## config.mk

```make
export PLATFORM = sky130hd
export DESIGN_NAME = ds1302_reader
export DESIGN_NICKNAME = d
export VERILOG_FILES = /design/src/rtl/ds1302_reader.sv
export SDC_FILE = /design/constraint.sdc
export NUM_CORES = 1
export LEC_CHECK = 0
export ABC_AREA = 1
export CAP_MARGIN = 20
export CORE_AREA = 2 2 100 102
export CTS_CLUSTER_DIAMETER = 100
export DETAILED_ROUTE_END_ITERATION = 10
export DIE_AREA = 0 0 102 104
export HOLD_SLACK_MARGIN = 0.12
export PLACE_DENSITY_LB_ADDON = 0.1
export SLEW_MARGIN = 20
export SYNTH_ARGS = -nofsm -noshare
export SYNTH_HDL_FRONTEND = slang
export SYNTH_SLANG_ARGS = --single-unit
export TNS_END_PERCENT = 100
```

## constraint.sdc

```tcl
create_clock -name clk -period 3.75 [get_ports clk]
set_clock_uncertainty 0.05 [all_clocks]
set_input_delay 0.75 -clock clk [delete_from_list [all_inputs] [get_ports clk]]
set_output_delay 0.75 -clock clk [all_outputs]
set_load 0.03 [all_outputs]
```

## src/rtl/ds1302_reader.sv

```systemverilog
// DS1302 periodic read master: polls seconds/minutes/hours over the
// 3-wire bus and publishes one masked BCD snapshot per sequence.
module ds1302_reader #(
  parameter int HALF     = 50,
  parameter int CE_GAP   = 200,
  parameter int POLL_DIV = 5_000_000
) (
  input  logic       clk,
  input  logic       rst_n,
  output logic       ce,
  output logic       sclk,
  output logic       io_out,
  output logic       io_oe,
  input  logic       io_in,
  output logic [7:0] second_out,
  output logic [7:0] minute_out,
  output logic [7:0] hour_out,
  output logic       data_valid,
  output logic       busy
);

  typedef enum logic [2:0] {
    S_IDLE,
    S_SETUP,
    S_CMD,
    S_READ,
    S_GAP
  } state_t;

  state_t      r_state;
  state_t      w_next;
  logic [31:0] r_cnt;
  logic [31:0] r_poll;
  logic [3:0]  r_ph;
  logic [1:0]  r_idx;
  logic [6:0]  r_sh;
  logic [6:0]  r_sec;
  logic [6:0]  r_min;
  logic        w_hend;
  logic        w_gend;
  logic        w_req;
  logic        w_step;
  logic        w_samp;
  logic        w_last;
  logic [7:0]  w_cmd;
  logic [7:0]  w_byte;

  assign w_hend = (r_cnt == 32'(HALF - 1));
  assign w_gend = (r_cnt == 32'(CE_GAP - 1));
  assign w_req  = (r_poll == '0);
  assign w_cmd  = 8'h81 | {5'b0, r_idx, 1'b0};
  assign w_byte = {io_in, r_sh};
  // even half-phases of READ are the sclk-low phases
  assign w_samp = (r_state == S_READ) && w_hend && !r_ph[0];
  assign w_last = w_samp && (r_ph == 4'd14);

  always_comb begin
    w_next = r_state;
    w_step = 1'b0;
    unique case (r_state)
      S_IDLE: begin
        if (w_req) w_next = S_SETUP;
      end
      S_SETUP: begin
        if (w_hend) begin
          w_step = 1'b1;
          w_next = S_CMD;
        end
      end
      S_CMD: begin
        if (w_hend) begin
          w_step = 1'b1;
          if (r_ph == 4'd15) w_next = S_READ;
        end
      end
      S_READ: begin
        if (w_hend) begin
          w_step = 1'b1;
          if (r_ph == 4'd14) w_next = S_GAP;
        end
      end
      S_GAP: begin
        if (w_gend) begin
          w_step = 1'b1;
          w_next = (r_idx == 2'd2) ? S_IDLE : S_SETUP;
        end
      end
      default: w_next = S_IDLE;
    endcase
  end

  always_comb begin
    ce     = 1'b0;
    sclk   = 1'b0;
    io_oe  = 1'b0;
    io_out = 1'b0;
    unique case (r_state)
      S_SETUP: ce = 1'b1;
      S_CMD: begin
        ce     = 1'b1;
        sclk   = r_ph[0];
        io_oe  = 1'b1;
        io_out = w_cmd[r_ph[3:1]];
      end
      S_READ: begin
        ce   = 1'b1;
        sclk = r_ph[0];
      end
      default: ;
    endcase
  end

  always_ff @(posedge clk or negedge rst_n) begin
    if (!rst_n) begin
      r_state <= S_IDLE;
      r_cnt   <= '0;
      r_poll  <= '0;
      r_ph    <= '0;
      r_idx   <= '0;
    end else begin
      r_state <= w_next;
      r_poll  <= (r_poll == 32'(POLL_DIV - 1)) ? '0 : r_poll + 32'd1;
      r_cnt   <= (w_step || r_state == S_IDLE) ? '0 : r_cnt + 32'd1;
      if (w_step) r_ph <= (w_next == r_state) ? r_ph + 4'd1 : 4'd0;
      if (r_state == S_IDLE) r_idx <= '0;
      else if (r_state == S_GAP && w_gend) r_idx <= r_idx + 2'd1;
    end
  end

  always_ff @(posedge clk or negedge rst_n) begin
    if (!rst_n) begin
      r_sh       <= '0;
      r_sec      <= '0;
      r_min      <= '0;
      second_out <= '0;
      minute_out <= '0;
      hour_out   <= '0;
      data_valid <= 1'b0;
      busy       <= 1'b0;
    end else begin
      data_valid <= 1'b0;
      if (w_samp) r_sh <= w_byte[7:1];
      if (r_state == S_IDLE && w_req) busy <= 1'b1;
      if (w_last) begin
        unique case (r_idx)
          2'd0: r_sec <= w_byte[6:0];
          2'd1: r_min <= w_byte[6:0];
          default: begin
            second_out <= {1'b0, r_sec};
            minute_out <= {1'b0, r_min};
            hour_out   <= {2'b00, w_byte[5:0]};
            data_valid <= 1'b1;
            busy       <= 1'b0;
          end
        endcase
      end
    end
  end

endmodule

```

Word-level counts from Yosys, hierarchy flattened
Index checks and enable logic that the tools add are counted.
- bits in writable memories: 0
- bits in latches: 0
- memories kept: 0
- ROM bits: 0
- word-level logic and storage cells: 76
- bits of input ports: 3
- output and inout bits: 30
- register bits after elaboration: 116
- shifts and indexed selects: 0
- $mul: 0
- bitwise operators: 1
- reductions and logical operators: 17
- $add $sub $neg: 4
- eq/ne operators: 12
- order comparisons: 1
- div/mod/pow operators: 0
- multiplexer cells: 28
- operators with widths (operator ; count):
    $add A32 B1 Y32 const B ; 2
    $mux W32 ; 2
    $eq A32 B23 Y1 const B ; 1
    $eq A32 B6 Y1 const B ; 1
    $eq A32 B8 Y1 const B ; 1
    $logic_not A32 Y1 ; 1
    $mux W3 ; 7
    $pmux W3 S5 ; 1
    $mux W1 ; 13
    $eq A4 B4 Y1 const B ; 2
    $eq A3 B2 Y1 const B ; 2
    $reduce_and A2 Y1 ; 3
    $logic_and A1 B1 Y1 ; 5
    $add A4 B1 Y4 const B ; 1
    $lt A3 B4 Y1 const B ; 1
    $mux W2 ; 2
    $mux W4 ; 1
    $reduce_or A2 Y1 ; 2
    $bmux W1 S3 ; 1
    $eq A3 B1 Y1 const B ; 1
    $eq A3 B3 Y1 ; 1
    $eq A3 B3 Y1 const B ; 1
    $logic_not A3 Y1 ; 1
    $reduce_or A3 Y1 ; 1
    other kinds (9) ; 9

Longest topological paths before layout
- depth in word-level cells: 6
- gate-level depth with buffers: 15
- gate-level depth less buffers: 14

Worst setup path after synthesis
No wires, ideal clock.
- path kind: reg2out
- from: register r_ph[2]
- to: output io_out
- path buffers: 1
- slack: 1483 ps
- data required time: 2950 ps
- cell stages (with the launch flop): 5
- data arrival time: 1467 ps
- cell sequence: dfrtp_1 clkbuf_1 o21ai_0 a21oi_1 a211oi_1
- cells in the longest elaborated chain, start to end: 3
- ends and longest elaborated chain (what ; RTL line ; source):
    start: declaration ; 34 ; logic [3:0] r_ph;
    start signal: assignment ; 124 ; if (w_step) r_ph <= (w_next == r_state) ? r_ph + 4'd1 : 4'd0;
    $bmux W1 S3 ; 103 ; io_out = w_cmd[r_ph[3:1]];
    $mux W1 (not written as such) ; 103 ;
    $mux W1 ; 97 ; unique case (r_state)
    end: declaration ; 12 ; output logic io_out,
No other way between the ends. The select of a mux whose other input is x is not followed.

Worst setup path in the final report
- from: register r_state[2]
- to: output io_out
- cells in the longest elaborated chain, start to end: 2
- ends and longest elaborated chain (what ; RTL line ; source):
    start: declaration ; 30 ; state_t r_state;
    start signal: assignment ; 121 ; r_state <= w_next;
    $eq A3 B2 Y1 ; 97 ;
    $mux W1 ; 97 ;
No other way between the ends.

==> results.cfg <==
[timing]
period_minus_slack_ns = 3.17
setup_viol = 0
tns_ns = 0
slew_viol_final = 0
timing.fmax_ghz = 0.315
hold_slack_ns = 0.198
fin_ws_ns = 0.580
hold_violations = 0
period_share = 0.845
worstMarginPinSlew_ns = 0.915
slew_headroom = 0.385
rsz0062_at_grt = no

[layout]
antenna_cells = 0
stdcell_area_sq_um = 7000
drive_gt1_frac = 0.0822
postLayoutCoreUtil = 0.733
finalNetCount = 826
area_growth_pct = 14.7
finalNonFillerCells = 960

[place]
pre_cts_ws_ns = 1.17
gp_congestion = 0.920
port_buffers = 28
place_inst = 928
dp_hpwl_mm = 9.14
dpl_cell_area_sq_um = 6460

[floorplan]
dieArea_sq_um = 10600
core_area_sq_um = 9550
die_h_microns = 104
pin_count = 33
die_x_microns = 102
initial_core_util = 0.639
rows = 36

[synthesis]
synth_top_family_by_area = simple AND/OR/NAND/NOR gates
synthAdderAreaFrac = 0.0185
yosysSeqAreaShare = 0.476
synth_xor_xnor_area_share = 0.0402
synth.avg_cell_area_sq_um = 7.86
synth-simple-area-share = 0.311
synth_ff_type = dfrtp_1
ys_ff_latch = 116
yosysWarnings = 0
syn-instance-count = 777
synth.area.mux_share = 0
synthArstFlopShare = 1.00
synth_compound_area_frac = 0.0672
synth_area_sq_um = 6100
synth_edf_count = 0
post_synth_num_cell_types = 42

[routing]
vias = 5157
first_pass_iters = 7
vias_per_cell = 5.37
routed_wl_mm = 13.2
avgRoutedWirePerCell_microns = 13.8
drcViolationCount = 0
antenna_left = 0
drtIter0Drc = 367

[grt]
grt_pass1_vias = 4980
antenna_found_initial = 0
grt-ovfl-total = 0
grt_pass1_wl_mm = 22.5
grt_max_degree = 83
track_usage = 0.270

[status]
outcome = completed

[worst_setup_path]
endpoint_kind = primary output
reg2reg_slack_ns = 1.29
arrival_ns = 2.37
critPathKind = reg2out
cp_max_fo = 7
start_kind = register
required_ns = 2.95

[power]
p_leak_nw = 3.39
power_density_nw_per_um2 = 388
max-vdd-ir-drop_v = 0.000561
power_mw = 2.72

[clock_tree]
tritoncts = yes
clock-sinks = 116
clock_path_buffers = 2
clockRootBuffer = clkbuf_8
post_cts.repair.setup_buffers = 0
cts-hold-fix-buffers = 0
numCtsBuffers = 17
cts_resized = 0
insertion_delay_ns = 0.53
h-tree-depth = 4
path_clk_slew_ns = 0.06

[worst_hold_path]
hold_path.class = in2async

[flow_run]
maxCapViolCount = 0
-- worst max-delay path, cell delays in order (launching register included) --
cell	delay (ns)
dfrtp_1	0.44
nor2_1	0.16
nand2_1	0.11
a211oi_1	0.38
clkdlybuf4s50_1	0.75
-- logic make-up after synthesis --
kind of cell / count (synthesis)
simple gates: 426
buf+inv: 125
flops: 116
compound gates: 72
xor+xnor: 28
fa+ha+maj: 9
other cells: 1
-- cells in the final DEF, fill, tap and decap left out, types with 2 or more instances in the layout --
cell type | Yosys | routed
buf_4 | 5 | 2
inv_2 | 3 | 3
nor4_1 | 12 | 12
o21ai_2 | 5 | 5
nand2_2 | 6 | 6
inv_1 | 106 | 106
conb_1 | 1 | 4
clkdlybuf4s50_1 | 0 | 27
ha_1 | 9 | 9
nor3b_1 | 3 | 3
nor2_2 | 6 | 6
nor3_1 | 33 | 33
xor2_1 | 25 | 25
clkbuf_16 | 0 | 16
o21ai_1 | 14 | 14
o21ai_0 | 19 | 19
clkinvlp_4 | 0 | 5
nor2_4 | 2 | 2
clkbuf_8 | 0 | 4
nand2_1 | 192 | 192
xnor2_1 | 3 | 3
and3_1 | 3 | 3
a211oi_1 | 6 | 6
nand3_1 | 28 | 28
nor4_2 | 3 | 3
clkinv_2 | 0 | 5
dfrtp_1 | 116 | 116
nor2_1 | 111 | 111
nand4_1 | 20 | 20
nor3_2 | 2 | 2
a21oi_1 | 22 | 22
-- final cells by class --
type / instances / area (sq um)
flip-flops and latches: 116 / 2900
multi-input cells: 539 / 2680
fillers: 736 / 2550
clock buffers: 20 / 455
inverters: 110 / 415
repair buffers: 30 / 297
well taps: 133 / 166
clock inverters: 12 / 80.1
-- synth_stat cells, types with 2 or more instances --
cell type	instances	area share
o21ai_1	14	0.011
nor2_1	111	0.068
nor2_4	2	0.0037
inv_2	3	0.0018
nor3b_1	3	0.0037
buf_6	3	0.0055
xnor2_1	3	0.0043
nand2_1	192	0.12
ha_1	9	0.018
a211oi_1	6	0.0074
dfrtp_1	116	0.48
nor3_1	33	0.027
xor2_1	25	0.036
nand2_2	6	0.0062
nor4_2	3	0.0062
o21ai_0	19	0.016
inv_1	106	0.065
o21ai_2	5	0.0072
a21oi_1	22	0.018
clkbuf_1	3	0.0018
buf_2	3	0.0025
nand3_1	28	0.023
nor4_1	12	0.012
nor2_2	6	0.0062
nand4_1	20	0.021
nor3_2	2	0.0033
and3_1	3	0.0031
buf_4	5	0.0062
-- metal layers --
layer / GRT usage / wire length [microns] / up-vias
met5: 0 / 0 / -
met4: 0.102 / 252 / 0
met3: 0.0753 / 740 / 24
met2: 0.428 / 6360 / 154
met1: 0.351 / 5850 / 2427
li1: - / - / 2552
-- power by group --
group / internal (mW) / switching [mW]
sequential: 1.25 / 0.000240
combinational: 0.00353 / 0.0297
clock: 0.858 / 0.575
-- final timing paths --
kind	endpoint	cells after the start	from
min	r_poll[0]$_DFF_PN0_	1	rst_n
max	io_out	4	r_state[2]$_DFF_PN0_
min reg2reg	second_out[5]$_DFFE_PN0P_	2	r_sec[5]$_DFFE_PN0P_
min in group clk	second_out[5]$_DFFE_PN0P_	2	r_sec[5]$_DFFE_PN0P_
max in group asynchronous	r_cnt[4]$_DFF_PN0_	2	rst_n
max reg2reg	r_cnt[23]$_DFF_PN0_	12	r_cnt[0]$_DFF_PN0_
-- sequential cells by signal, indices dropped and copies added (netlist names) --
register	count
busy	1
r_idx	2
r_poll	32
data_valid	1
r_min	7
r_sec	7
second_out	7
r_sh	7
r_state	3
r_cnt	32
r_ph	4
minute_out	7
hour_out	6
Power figures use the tool's default switching activity.
